## src/rtl/int_decoder.sv

```systemverilog
// Interrupter link receiver: resynchronise and glitch-filter the optical pulse train,
// measure width/period, and re-drive a safety-gated copy to the bridge drive.
module int_decoder #(
    parameter int CLK_MHZ     = 100,
    parameter int FREQ_MIN_HZ = 10_000,
    parameter int PW_MAX_US   = 50,
    parameter int FILT_CYCLES = 4,
    localparam int PERIOD_MAX = CLK_MHZ * 1_000_000 / FREQ_MIN_HZ,
    localparam int PW_MAX     = PW_MAX_US * CLK_MHZ,
    localparam int W          = $clog2(PERIOD_MAX + 1)
) (
    input  logic         clk,
    input  logic         rst_n,
    input  logic         int_in,
    output logic         out,
    output logic [W-1:0] pw_cycles,
    output logic [W-1:0] period_cycles,
    output logic         meas_valid,
    output logic         pw_trunc,
    output logic         signal_lost
);

    localparam int FW = $clog2(FILT_CYCLES + 1);
    localparam logic [FW-1:0] FILT_LAST = FW'(FILT_CYCLES - 1);
    localparam logic [W-1:0]  PMAX      = W'(PERIOD_MAX);
    localparam logic [W-1:0]  PWMAX     = W'(PW_MAX);

    typedef enum logic [2:0] {LOST, HIGH_FIRST, HIGH, LOW_FIRST, LOW} state_t;

    logic          sync_p0, sync_p1;
    logic          filt_p2, filt_p3;
    logic [FW-1:0] filt_cnt;
    logic [W-1:0]  cnt;
    logic          rise, fall;
    state_t        state;

    function automatic logic [W-1:0] sat_inc(input logic [W-1:0] v);
        return (v >= PMAX) ? PMAX : v + W'(1);
    endfunction

    // Stages p0/p1: two-flop synchroniser; p2: filtered level; p3: delayed level for edge detect
    always_ff @(posedge clk) begin
        if (!rst_n) begin
            sync_p0  <= 1'b0;
            sync_p1  <= 1'b0;
            filt_p2  <= 1'b0;
            filt_p3  <= 1'b0;
            filt_cnt <= '0;
        end else begin
            sync_p0 <= int_in;
            sync_p1 <= sync_p0;
            filt_p3 <= filt_p2;
            if (sync_p1 == filt_p2) begin
                filt_cnt <= '0;
            end else if (filt_cnt == FILT_LAST) begin
                filt_p2  <= sync_p1;
                filt_cnt <= '0;
            end else begin
                filt_cnt <= filt_cnt + FW'(1);
            end
        end
    end

    assign rise = filt_p2 & ~filt_p3;
    assign fall = ~filt_p2 & filt_p3;

    // Measurement and gating stage: edges take priority over timeout and truncation
    always_ff @(posedge clk) begin
        if (!rst_n) begin
            state         <= LOST;
            cnt           <= '0;
            out           <= 1'b0;
            pw_cycles     <= '0;
            period_cycles <= '0;
            meas_valid    <= 1'b0;
            pw_trunc      <= 1'b0;
            signal_lost   <= 1'b1;
        end else begin
            meas_valid <= 1'b0;
            cnt        <= rise ? W'(1) : sat_inc(cnt);
            case (state)
                LOST: begin
                    out <= 1'b0;
                    if (rise) begin
                        state    <= HIGH_FIRST;
                        pw_trunc <= 1'b0;
                        out      <= 1'b1;
                    end
                end
                HIGH_FIRST, HIGH: begin
                    if (fall) begin
                        pw_cycles <= cnt;
                        state     <= (state == HIGH) ? LOW : LOW_FIRST;
                        out       <= 1'b0;
                    end else if (cnt >= PMAX) begin
                        state       <= LOST;
                        out         <= 1'b0;
                        signal_lost <= 1'b1;
                    end else if (cnt >= PWMAX) begin
                        pw_trunc <= 1'b1;
                        out      <= 1'b0;
                    end
                end
                LOW_FIRST, LOW: begin
                    if (rise) begin
                        period_cycles <= cnt;
                        meas_valid    <= (state == LOW);
                        state         <= HIGH;
                        pw_trunc      <= 1'b0;
                        signal_lost   <= 1'b0;
                        out           <= 1'b1;
                    end else if (cnt >= PMAX) begin
                        state       <= LOST;
                        signal_lost <= 1'b1;
                    end
                end
                default: begin
                    state <= LOST;
                    out   <= 1'b0;
                end
            endcase
        end
    end

endmodule

```

## config.mk

```make
export PLATFORM = sky130hd
export DESIGN_NAME = int_decoder
export DESIGN_NICKNAME = d
export VERILOG_FILES = /design/src/rtl/int_decoder.sv
export SDC_FILE = /design/constraint.sdc
export NUM_CORES = 1
export LEC_CHECK = 0
export ABC_AREA = 1
export CAP_MARGIN = 15
export CORE_MARGIN = 1
export CORE_UTILIZATION = 30
export CTS_CLUSTER_SIZE = 8
export DETAILED_ROUTE_END_ITERATION = 16
export PLACE_DENSITY_LB_ADDON = 0.08
export SYNTH_ARGS = -nofsm -noshare
export SYNTH_HDL_FRONTEND = slang
export SYNTH_SLANG_ARGS = --single-unit
```

## constraint.sdc

```tcl
create_clock -name clk -period 1.21 [get_ports clk]
set_clock_uncertainty 0.1 [all_clocks]
set_input_delay 0.242 -clock clk [delete_from_list [all_inputs] [get_ports clk]]
set_output_delay 0.242 -clock clk [all_outputs]
set_load 0.01 [all_outputs]
```

# [After elaboration in Yosys (flattened, before gate mapping)]
# Cells that the tools add are included.
[totals] word_cells=77 out_inout_bits=32 input_bits=3 reg_bits=56
[classes] bitwise=6 mux=23 order_cmp=2 eq_ne=13 n_addsub=2 reduce_logical=16
[op_table] cell="$mux 3" count=5
[op_table] cell="$add 14x1->14 const B" count=1
[op_table] cell="$ge 14x13->1 const B" count=1
[op_table] cell="$ge 14x14->1 const B" count=1
[op_table] cell="$mux 14" count=1
[op_table] cell="$mux 1" count=13
[op_table] cell="$ne 2x2->1 const B" count=5
[op_table] cell="$reduce_and 2->1" count=5
[op_table] cell="$eq 3x2->1 const B" count=3
[op_table] cell="$pmux 3 s3" count=1
[op_table] cell="$reduce_or 3->1" count=3
[op_table] cell="$reduce_or 2->1" count=3
[op_table] cell="$reduce_and 5->1" count=1
[op_table] cell="$ne 4x4->1 const B" count=1
[op_table] cell="$not 1->1" count=4
[op_table] cell="$pmux 1 s2" count=2
[op_table] cell="$reduce_bool 2->1" count=2
[op_table] cell="$add 3x1->3 const B" count=1
[op_table] cell="$eq 3x1->1 const B" count=1
[op_table] cell="$eq 3x3->1 const B" count=1
[op_table] cell="$logic_not 3->1" count=1
[op_table] cell="$pmux 1 s3" count=1
[op_table] cell="$reduce_and 3->1" count=1
[op_table] cell="$and 1x1->1" count=2
[op_table] cell="other kinds (2)" count=2

# [Logic depth before layout (Yosys ltp)]
[depth] word_depth=5 ltp_mapped=11 mapped_depth_nobuf=9

# [Least setup slack after synthesis]
# OpenSTA, ideal clock, no wires.
[synth_timing] kind="register -> register" from="reg cnt[0]" to="reg cnt[12]" setup_slack_ps=-132 required_time_ps=1040 setup_ps=70 arrival_ps=1172 path_stages_with_launch=10 synth_period_minus_slack_ps=1342 path_buffers=0 cell_sequence="dfxtp_1 -> ha_1 -> nand2_1 -> inv_1 -> nand3_2 -> nor2_2 -> nand2_1 -> nor2_2 -> o21ai_1 -> a21oi_1"
[synth_between] elab_chain_len=2 word_cells_on_any_way=3 classes_between="1 x add/sub; 1 x order compare; 1 x reduce/logical"
[synth_lines] element="start: declaration" line_no="33" rtl="logic [W-1:0] cnt;"
[synth_lines] element="start signal: assignment" line_no="80" rtl="cnt <= rise ? W'(1) : sat_inc(cnt);"
[synth_lines] element="$ge 14x14->1" line_no="38" rtl="return (v >= PMAX) ? PMAX : v + W'(1);"
[synth_lines] element="$reduce_or 3->1 (no source line)"
# Several ways; a longest one is shown, not always the timed one.
# A chain may end at the register's enable or synchronous reset.

# [Final worst setup path]
[layout_timing] from="reg state[1]" to="reg period_cycles[3]"
[layout_between] elab_chain_len=3 word_cells_on_any_way=4 classes_between="2 x eq/ne; 2 x reduce/logical"
[layout_lines] element="start: declaration" line_no="35" rtl="state_t state;"
[layout_lines] element="start signal: assignment" line_no="93" rtl="state <= (state == HIGH) ? LOW : LOW_FIRST;"
[layout_lines] element="$eq 3x3->1 / $eq 3x2->1 (equally long branches)" line_no="81" rtl="case (state)"
[layout_lines] element="$reduce_or 2->1 *" line_no="81"
[layout_lines] element="$reduce_and 2->1 (no source line) *"
[layout_lines] element="end signal: assignment" line_no="106" rtl="period_cycles <= cnt;"
[layout_lines] element="end: declaration" line_no="17" rtl="output logic [W-1:0] period_cycles,"
# Mark *: on every way between the ends. The rest lies on a longest branch, timed or not.

==> impl_metrics.py <==
metrics = {
    "hold_path": {
        "timing.hold.worst.start": "sync_p0$_SDFF_PN0_",
        "hold-path-endpoint": "sync_p1$_SDFF_PN0_",
        "worstHoldPathType": "reg -> reg",
        "hold_path_depth": 2,
    },
    "placement": {
        "place.detailed.hpwl_um": 4600,
        "dp_slack_ps": -417,
        "routabilityCongestion": 0.779,
        "portBuffers": 34,
    },
    "synth": {
        "synth_warnings": 0,
        "synth_seq_area_share": 0.460,
        "number_of_synthesized_flops_with_an_enable_pin": 0,
        "netlist.top_cell.by_area": "sky130_fd_sc_hd__dfxtp_1",
        "async_flop_share": 0,
        "syn-num-nets": 311,
        "syn_area_per_cell_um2": 8.01,
        "mappedNetlistArea_mm2": 0.00243,
        "syn-instance-count": 304,
        "post_synth_main_area_contributors": "sky130_fd_sc_hd__dfxtp_1 (46%), sky130_fd_sc_hd__nor2_1 (7.4%), sky130_fd_sc_hd__nand2_1 (5.5%)",
        "yosysUniqueCellTypes": 34,
        "ys_ff_latch": 56,
        "commonest_register_cell_after_synthesis": "sky130_fd_sc_hd__dfxtp_1",
        "synth_top_area_share": 0.460,
    },
    "die": {
        "initial_utilization": 0.312,
        "die-width_um": 92.1,
        "die_area_mm2": 0.00848,
        "ios": 35,
        "fp.dieH_um": 92.1,
        "placeableCoreArea_mm2": 0.00781,
        "std_cell_rows": 32,
    },
    "timing": {
        "finalCriticalPeriod_ps": 1450,
        "worst-slew-pin-transition_ps": 292,
        "number_of_hold_violations_in_the_final_report": 0,
        "post-route-period-util": 1.20,
        "grt_setup_unrepaired": "yes",
        "timing.fmax_ghz": 0.688,
        "maxSlewViolCount": 0,
        "setup_violations": 45,
        "setup_slack_ps": -244,
        "timing.slew.headroom": 0.805,
    },
    "clocking": {
        "cts_hold_repair.buffers": 0,
        "clock_latency_ps": 310,
        "cts-root-to-sink-buffers": 2,
        "cts_buffers": 5,
        "ctsHtreeMaxLevel": 2,
        "cts_sinks": 56,
        "cts_tree": "built",
        "clock_pin_slew_on_the_worst_setup_and_hold_paths_ps": 110,
        "clock_tree.root_cell": "sky130_fd_sc_hd__clkbuf_8",
    },
    "outcome": {
        "failed_checks": "setup timing",
        "run_status": "finished with violations",
    },
    "worst_setup_path": {
        "timing.critical_path.required_ps": 1320,
        "r2r-end": "period_cycles[3]$_SDFFE_PN0P_",
        "criticalPathCategory": "reg -> reg",
        "endpoint_kind": "register",
        "rr_worst_depth": 8,
        "crit_path_start_kind": "register",
        "r2r_setup_slack_ps": -240,
        "timing.critical_path.arrival_ps": 1560,
        "regToRegStartpoint": "state[1]$_SDFFE_PN0P_",
        "path_max_fanout": 5,
    },
    "routing": {
        "first_pass_iters": 4,
        "routed_wire_length_per_instance_um": 13.2,
        "num_vias": 2374,
        "drt_first_iter_violations": 37,
        "routed_via_count_divided_by_cell_count": 4.48,
        "final_antenna_net_count": 0,
        "finalWirelength_um": 7010,
        "drc": 0,
    },
    "global_route": {
        "grt_antenna_before_repair": 0,
        "first_global_vias": 2219,
        "gr-usage-all-layers": 0.167,
        "grt_pass1_wl_um": 11100,
        "grt_overflow_total": 0,
        "grt_start_max_net_pins": 19,
    },
    "cells_and_area": {
        "final_nets": 434,
        "insertedDiodeCount": 0,
        "areaGrowthSynthToFinish_pct": 68.1,
        "drive_gt1_frac": 0.647,
        "nFillCells": 755,
        "final_util": 0.524,
    },
    "power": {
        "leakage_nw": 1.90,
        "post-layout-total-power_mw": 3.69,
        "vdd.ir_drop.worst_v": 0.000650,
        "p_per_area_mw_per_mm2": 900,
    },
    "job": {
        "cap_viol_max_count": 0,
    },
}
## per-layer routing
layer,GRT usage,part of all wire
met5,0,0
met4,0.0430,0.010
met3,0.0340,0.030
met2,0.267,0.47
met1,0.229,0.49
## logic make-up after synthesis
family          Yosys count  share of synthesized area
simple gates            127                      0.257
flops                    56                      0.460
xor+xnor                  5                     0.0180
fa+ha+maj                 4                     0.0206
buf+inv                  47                     0.0951
compound gates           65                      0.149
## how the worst max path moves through the flow
stage,start,slack (ps),depth (start not counted),endpoint
final,state[1]$_SDFFE_PN0P_,-240,8,period_cycles[3]$_SDFFE_PN0P_
after floorplan,cnt[0]$_SDFF_PN0_,-110,9,cnt[12]$_SDFF_PP0_
after global placement,rst_n,-340,7,cnt[12]$_SDFF_PP0_
after global routing,state[1]$_SDFFE_PN0P_,-300,8,period_cycles[3]$_SDFFE_PN0P_
after CTS,state[0]$_SDFFE_PN0P_,-230,8,period_cycles[3]$_SDFFE_PN0P_
after detailed placement,rst_n,-420,7,cnt[12]$_SDFF_PP0_
## power by group
part,internal [mW],switching [mW]
sequential,1.85,0.0132
clock,1.03,0.621
combinational,0.0820,0.0890
## metrics by stage
step / instances / hold WS [ps] / instance area (µm²) / setup TNS, ps
2_1_floorplan: 304 / 240 / 2480 / -903
3_3_place_gp: 498 / 299 / 3400 / -10890
3_5_place_dp: 498 / 311 / 3400 / -12200
4_1_cts: 521 / 321 / 3820 / -6320
5_1_grt: 530 / 362 / 4090 / -10520
6_report: 530 / 322 / 4090 / -7070
## sequential cells by signal, indices dropped and copies added, names as in the netlist, 3 cells and up
name and cells:
cnt 14, filt_cnt 3, period_cycles 14, pw_cycles 14, state 3
## placed cells by master (no fill, tap or decap), types with 7 or more instances in the layout
master                     n
sky130_fd_sc_hd__a21oi_1  14
sky130_fd_sc_hd__a21oi_2  15
sky130_fd_sc_hd__buf_2    32
sky130_fd_sc_hd__buf_4    69
sky130_fd_sc_hd__buf_6    15
sky130_fd_sc_hd__dfxtp_2  46
sky130_fd_sc_hd__inv_1    24
sky130_fd_sc_hd__nand2_1  27
sky130_fd_sc_hd__nand2_2  10
sky130_fd_sc_hd__nand3_1  10
sky130_fd_sc_hd__nor2_1   39
sky130_fd_sc_hd__nor2_2    7
sky130_fd_sc_hd__nor2_4   10
sky130_fd_sc_hd__o21ai_1  11
sky130_fd_sc_hd__o21ai_2  16
## synthesized netlist by cell type (2+ instances only)
cell type and n:
sky130_fd_sc_hd__o21ai_0 17, sky130_fd_sc_hd__nand2_1 36, sky130_fd_sc_hd__nor2_4 4, sky130_fd_sc_hd__inv_1 30
sky130_fd_sc_hd__nor2_8 2, sky130_fd_sc_hd__a31oi_1 2, sky130_fd_sc_hd__dfxtp_1 56, sky130_fd_sc_hd__a21oi_2 7
sky130_fd_sc_hd__ha_1 4, sky130_fd_sc_hd__o211ai_1 2, sky130_fd_sc_hd__or2_0 2, sky130_fd_sc_hd__o21ai_1 14
sky130_fd_sc_hd__a21oi_1 22, sky130_fd_sc_hd__nor2_1 48, sky130_fd_sc_hd__nand3_1 14, sky130_fd_sc_hd__nor3_1 5
sky130_fd_sc_hd__buf_6 4, sky130_fd_sc_hd__inv_4 2, sky130_fd_sc_hd__buf_4 2, sky130_fd_sc_hd__nor2_2 4
sky130_fd_sc_hd__xor2_1 3, sky130_fd_sc_hd__xnor2_1 2, sky130_fd_sc_hd__nand2_2 7, sky130_fd_sc_hd__inv_2 5
## critical path, stage by stage, from the launching register on
cell and delay [ps]:
sky130_fd_sc_hd__dfxtp_4 380, sky130_fd_sc_hd__nor2_4 140, sky130_fd_sc_hd__nand2_2 70, sky130_fd_sc_hd__nand2_2 70, sky130_fd_sc_hd__inv_4 50, sky130_fd_sc_hd__nor2_8 200, sky130_fd_sc_hd__clkbuf_16 190, sky130_fd_sc_hd__buf_4 100
sky130_fd_sc_hd__a21oi_2 40
## repair_timing
| item | in CTS | in global routing |
|---|---|---|
| hold endpoints to repair | 0 | 0 |
| cloned | 3 | 2 |
| endpoints found under the setup margin | 81 | 55 |
| resized for setup | 222 | 60 |
| pin swaps | 15 | 23 |
| setup buffers | 13 | 8 |
## area by class of cell
class	count	area [µm²]	area share
well taps	102	128	0.0312
clock buffers	5	68.8	0.0168
multi-input cells	202	1460	0.356
repair inverters	2	17.5	0.00428
clock inverters	3	90.1	0.0220
repair buffers	123	978	0.239
flip-flops and latches	56	1190	0.292
inverters	37	161	0.0394
(Power assumes the default switching activity.)
==> RTL change 1, RTL diff (config.mk and constraints unchanged) <==
Put one more register stage on the output `out`, cleared by the reset. The value now appears one clock later. The other outputs are not delayed to match.
--- a/src/rtl/int_decoder.sv
+++ b/src/rtl/int_decoder.sv
@@ -28,2 +28,4 @@
     typedef enum logic [2:0] {LOST, HIGH_FIRST, HIGH, LOW_FIRST, LOW} state_t;
+
+    logic out_s0;
 
@@ -71,3 +73,3 @@
             cnt           <= '0;
-            out           <= 1'b0;
+            out_s0        <= 1'b0;
             pw_cycles     <= '0;
@@ -82,3 +84,3 @@
                 LOST: begin
-                    out <= 1'b0;
+                    out_s0 <= 1'b0;
                     if (rise) begin
@@ -86,3 +88,3 @@
                         pw_trunc <= 1'b0;
-                        out      <= 1'b1;
+                        out_s0   <= 1'b1;
                     end
@@ -93,6 +95,6 @@
                         state     <= (state == HIGH) ? LOW : LOW_FIRST;
-                        out       <= 1'b0;
+                        out_s0    <= 1'b0;
                     end else if (cnt >= PMAX) begin
                         state       <= LOST;
-                        out         <= 1'b0;
+                        out_s0      <= 1'b0;
                         signal_lost <= 1'b1;
@@ -100,3 +102,3 @@
                         pw_trunc <= 1'b1;
-                        out      <= 1'b0;
+                        out_s0   <= 1'b0;
                     end
@@ -110,3 +112,3 @@
                         signal_lost   <= 1'b0;
-                        out           <= 1'b1;
+                        out_s0        <= 1'b1;
                     end else if (cnt >= PMAX) begin
@@ -118,3 +120,3 @@
                     state <= LOST;
-                    out   <= 1'b0;
+                    out_s0 <= 1'b0;
                 end
@@ -124,2 +126,10 @@
 
+    always_ff @(posedge clk) begin
+        if (!rst_n) begin
+            out <= '0;
+        end else begin
+            out <= out_s0;
+        end
+    end
+
 endmodule
Function: changed (a bounded check fails within 10 cycles, from zero or initial values and one cycle with rst_n low).
==> RTL change 1 against the unedited design <==
The run still ends with negative setup slack left. Area after synthesis is 0.82% lower. Final area is 4.4% lower. Setup slack better by 0.039 ns. Sequential share of layout area is 1.9 points higher. Wire length is 8.4% lower. Non-clock buffer count is 16 lower. Worst hold slack worse by 0.082 ns. Combinational power is 22% lower. Final cell count is 0.75% lower. Total power is 6.1% higher. Count of clock-buffer cells in the layout is 5 higher. Sequential cell count is 1 higher. Clock power is 14% higher. Critical path type unchanged.
==> RTL change 1: results (changes against the unedited design) <==
* Setup Slack @ Placement: -0.3345 ns (+0.08225 ns)
- The synthesized netlist cell count was 310 (+2.0%).
- The placed wire-length estimate was 4465 µm (-2.8%).
* Worst-case clock buffer depth: 2 (unchanged)
* Synth area leaders: sky130_fd_sc_hd__dfxtp_1 (47%), sky130_fd_sc_hd__nor2_1 (7.2%), sky130_fd_sc_hd__nand2_1 (6.8%)
- Worst hold path type: in2reg
- The clock latency on the worst-skew pair came to 0.34 ns (+0.03 ns).
- Final routed wire length divided by cell count: 12.20 µm (-7.8%)
- The routed via count divided by cell count was 4.395 (-1.9%).
- Worst hold slack after final layout: 0.2407 ns (-0.08152 ns)
- The number of port buffers was 34 (unchanged).
- Clock-pin transition on the worst setup and hold timing paths: 0.07 ns (-0.04 ns)
- The synthesized net count was 317 (+1.9%).
- Leading post-synthesis cells by instance count: sky130_fd_sc_hd__dfxtp_1 (57), sky130_fd_sc_hd__nor2_1 (46), sky130_fd_sc_hd__nand2_1 (44)
* Leakage: 0.001912 µW (+0.81%)
* Final WS setup: -0.2046 ns (+0.03913 ns)
* Worst IR Drop VDD: 0.6483 mV (-0.29%)
- The number of cells on the worst hold path was 4 (+2).
* Post-synthesis xor/xnor area fraction: 1.813% (+0.015 points)
- The amount of wire on met3 after detailed routing is 295 µm (+38%).
* Overall fraction of global-route tracks in use: 15.71% (-1.0 points)
- The number of buffers created by CTS was 9 (+4).
- The final net count came to 426 (-1.8%).
- The placement-stage cell area came to 3427 µm² (+0.66%).
* Timing endpoint of the critical path: period_cycles[1]
- The final design utilization is 50.37% (-2.0 points).
- Seq/Total Area, Yosys: 47.25% (+1.2 points)
- The share of power burned in registers came to 48.1% (-2.3 points).
- Share of synthesized registers carrying an async set or reset: 0% (unchanged)
- Number of placed instances with taps included: 499 (+0.20%)
* Hold Crit Endpoint: cnt[0]
* Met1 routed wirelength after detailed routing: 3167 µm (-7.7%)
- Share of synthesized area spent on multiplexers: 0% (unchanged)
- Hold path start: rst_n
- The net switching power figure came to 907.5 µW (+26%).
* Post-Synth Adder-Cell Area: 2.073% (+0.017 points)
- Number of global-route vias before repair: 2128 (-4.1%)
- Max transition margin: 74.77% (-5.7 points)
* Weighted congestion reported at the end of routability-driven placement: 0.7774 (-0.22%)
- Filler Cells Inserted: 778 (+3.0%)
- The maximum net fanout on the critical path was 14 (+9).
* Proportion of power drawn by combinational gates: 3.4% (-1.2 points)
* Failing checks: negative setup slack
- Worst EP arrival: 1.58 ns (+0.02 ns)
- Maximum number of pins on one net before global-route repair: 36 (+17)
* Worst reg2reg startpoint: state[0]
- Number of vias in the routed layout: 2312 (-2.6%)
- First-iteration detailed-routing DRC count: 61 (+65%)
* H-tree levels: 3 (+1)
- Finish-stage setup viols: 48 (+6.7%)
- Global-route wire length before repair: 10250 µm (-7.5%)
- The wire length on met2 was 2865 µm (-13%).
* Status: finished with violations
RTL change 1: cell types whose count changed after synthesis, sizes merged, moves of 3 or more:
cell    unedited run  this run
nor2              58        51
nand2             44        50
buf                9         6
clkbuf             1         4
inv               37        40
nand4              0         3
RTL change 1: metrics by stage:
stage / TNS (ns) / total power, µW
after floorplan: -1.670 / 1996
after global placement: -14.65 / 2055
after detailed placement: -14.58 / 2055
after CTS: -6.521 / 3976
after global routing: -9.640 / 4065
final: -6.154 / 3910
RTL change 1: timing repair:
item	in CTS	in global routing
setup buffers	5	5
pin swaps	15	25
gates resized for setup	181	67
endpoints found under the hold margin	0	0
setup endpoints to repair	82	55
gates cloned	1	1
RTL change 1: worst reg2reg max path: stages (launching register included):
cell	delay, ns
sky130_fd_sc_hd__dfxtp_4	0.37
sky130_fd_sc_hd__nor2_4	0.16
sky130_fd_sc_hd__inv_2	0.07
sky130_fd_sc_hd__nand2_4	0.08
sky130_fd_sc_hd__nand2_4	0.08
sky130_fd_sc_hd__nor2_8	0.14
sky130_fd_sc_hd__buf_12	0.15
sky130_fd_sc_hd__o21ai_1	0.06
sky130_fd_sc_hd__a21oi_1	0.12
RTL change 1: per-layer routing:
layer	global-route usage, %	vias up
met3	4.478	7
met4	5.469	0
met2	22.87	42
li1	-	1215
met5	0	-
met1	22.09	1048
RTL change 1: cell type report:
| type | count | area share, % |
|---|---|---|
| repair buffers | 107 | 21.52 |
| inverters | 40 | 4.029 |
| well taps | 102 | 3.262 |
| flip-flops and latches | 57 | 31.08 |
| clock buffers | 10 | 3.806 |
| multi-input cells | 204 | 34.67 |
| clock inverters | 6 | 1.631 |
RTL change 1: logic make-up after synthesis:
logic type,Yosys count
adders and majority gates,4
xor gates and xnor gates,5
and+or+nand+nor,128
AOI/OAI and AO/OA,66
DFF,57
buffers and inverters,50
==> RTL change 2, RTL diff (same settings) <==
Made on the original files. `CLK_MHZ`: 100 -> 200.
--- a/src/rtl/int_decoder.sv
+++ b/src/rtl/int_decoder.sv
@@ -3,3 +3,3 @@
 module int_decoder #(
-    parameter int CLK_MHZ     = 100,
+    parameter int CLK_MHZ     = 200,
     parameter int FREQ_MIN_HZ = 10_000,
Ports: changed (resized period_cycles and pw_cycles); port bits go from 35 to 37. The function was not compared with the original's and may differ.
==> RTL change 2 against the unedited design <==
The run still ends with negative setup slack left. Setup slack improved by 0.011 ns. Wire length rose by 12%. Total power increased by 12%. Utilization rose by 5.9 points. Area after synthesis is 1.2% higher. Sequential cell count up 3. Final area grew 12%. Critical path type unchanged. Highest routed layer unchanged.
==> RTL change 2: results (changes against the unedited design) <==
* Failing checks: negative setup slack
* Mean number of vias per cell: 4.587 (+2.4%)
- Hold path start: rst_n
* H-tree levels: 3 (+1)
- The fraction of layout instances using a drive strength above 1 is 70.64% (+5.9 points).
- Status: finished with violations
- Launching element type of the critical path: flop
* Maximum number of pins on one net before global-route repair: 23 (+4)
- Number of nets in the synthesized netlist: 318 (+2.3%)
- Clock insertion delay at the later pin of the skew report: 0.35 ns (+0.04 ns)
- Sum of net half-perimeters after detailed placement: 4565 µm (-0.66%)
- The net switching power figure came to 965.4 µW (+34%).
- Clock buffer count from CTS: 9 (+4)
- Worst EP arrival: 1.62 ns (+0.06 ns)
* Root buffer cell: sky130_fd_sc_hd__clkbuf_8
- Filler Cells Inserted: 724 (-4.1%)
- Leading post-synthesis cells by instance count: sky130_fd_sc_hd__dfxtp_1 (59), sky130_fd_sc_hd__nand2_1 (44), sky130_fd_sc_hd__nor2_1 (44)
- Number of global-route vias before repair: 2484 (+12%)
- The number of cells on the worst hold path was 4 (+2).
- Worst hold path type: in2reg
- Number of nets in the final layout: 455 (+4.8%)
- The total wirelength of the detailed-routed design is 7857 µm (+12%).
- The count of routing violations after the opening detailed-route iteration came to 95 (+160%).
* Worst IR Drop VDD: 0.5524 mV (-15%)
- Largest registers ranked by flip-flop count: cnt x15, period_cycles x15, pw_cycles x15
* Peak fanout along the critical path: 8 (+3)
- The total setup violations reported at the end of the flow came to 51 (+13%).
- The transition time at the pin with the least slew margin is 0.3135 ns (+0.02133 ns).
- The leakage power is 0.002069 µW (+9.1%).
* Clock-pin transition on the worst setup and hold timing paths: 0.07 ns (-0.04 ns)
* Global-route wire length before repair: 12050 µm (+8.7%)
* Post-Place Cell Area: 3478 µm² (+2.2%)
- The worst slack at placement is -0.3626 ns (+0.05417 ns).
- The number of port buffers is 36 (+5.9%).
- The routability congestion estimate came to 0.8278 (+6.3%).
* Depth of the worst register-to-register path: 9 (+1)
* Synth cell types: 36 (+5.9%)
- Endpoint of the lowest-slack register-to-register path: state[1]
- The fraction of the yosys area taken by sequential cells is 47.94% (+1.9 points).
* Worst reg2reg startpoint: cnt[7]
- The total inserted antenna cells came to 0 (unchanged).
- Synth area leaders: sky130_fd_sc_hd__dfxtp_1 (48%), sky130_fd_sc_hd__nand2_1 (6.7%), sky130_fd_sc_hd__nor2_1 (6.7%)
- Final WS setup: -0.2323 ns (+0.01143 ns)
- Overall fraction of global-route tracks in use: 18.14% (+1.4 points)
* Maximum cell stage delay along the critical path: 0.37 ns
RTL change 2: final cells by class:
type | count | share of cell area [%]
repair buffers | 130 | 24.89
clock inverters | 5 | 1.284
flip-flops and latches | 59 | 27.19
repair inverters | 3 | 0.9563
inverters | 35 | 3.251
multi-input cells | 210 | 36.09
well taps | 102 | 2.787
clock buffers | 11 | 3.552
RTL change 2: stage by stage:
stage / instances / power, µW / utilization (%) / hold WS [ns] / setup TNS (ns)
floorplan: 311 / 2062 / - / 0.2396 / -1.915
global placement: 498 / 2122 / 44.32 / 0.3031 / -12.75
detailed placement: 498 / 2122 / 44.32 / 0.3020 / -13.14
CTS: 533 / 4127 / 51.08 / 0.3183 / -5.684
global route: 555 / 4298 / 58.35 / 0.2375 / -11.19
finish: 555 / 4138 / 58.35 / 0.2080 / -8.034
RTL change 2: cells by family (layout without fill, tap and decap cells):
| logic type | after synthesis | in the layout | synth area share [%] |
|---|---|---|---|
| and+or+nand+nor | 124 | 125 | 23.87 |
| adders and majority gates | 4 | 4 | 2.032 |
| DFF | 59 | 59 | 47.94 |
| AOI/OAI and AO/OA | 78 | 78 | 17.37 |
| buffers and inverters | 43 | 184 | 7.719 |
| xor gates and xnor gates | 3 | 3 | 1.067 |
RTL change 2: power groups by stage:
stage | Sequential (µW) | Clock (µW) | Combinational (µW)
2_1_floorplan | 2010 | 0 | 55.5
3_3_place_gp | 2010 | 0 | 116
3_5_place_dp | 2010 | 0 | 116
4_1_cts | 1960 | 2030 | 139
5_1_grt | 1960 | 2130 | 216
6_report | 1960 | 1980 | 199
RTL change 2: how the worst max path moves through the flow:
stage / endpoint / slack [ns] / depth (start not counted)
6_report: state[1] / -0.23 / 9
5_1_grt: cnt[14] / -0.30 / 9
4_1_cts: cnt[10] / -0.17 / 8
3_5_place_dp: meas_valid / -0.36 / 5
3_3_place_gp: meas_valid / -0.37 / 5
2_1_floorplan: cnt[14] / -0.16 / 9
RTL change 2: routing by layer:
| metal | global-route usage [%] | part of all wire [%] | wire [µm] |
|---|---|---|---|
| met5 | 0 | 0 | 0 |
| met1 | 22.96 | 45 | 3507 |
| met3 | 5.419 | 3.7 | 291 |
| met4 | 6.026 | 3.1 | 243 |
| met2 | 29.38 | 49 | 3814 |
RTL change 2: worst min-delay path, cell delays in order:
cell and delay (ns):
sky130_fd_sc_hd__dlymetal6s2s_1 0.14, sky130_fd_sc_hd__buf_6 0.15, sky130_fd_sc_hd__nand2_1 0.05, sky130_fd_sc_hd__inv_1 0.04
RTL change 2: timing repair:
| item | 4_1_cts | 5_1_grt |
|---|---|---|
| setup buffers | 17 | 22 |
| resized for setup | 236 | 106 |
| pin swaps | 21 | 41 |
| gates cloned | 4 | 3 |
| endpoints found under the setup margin | 85 | 55 |
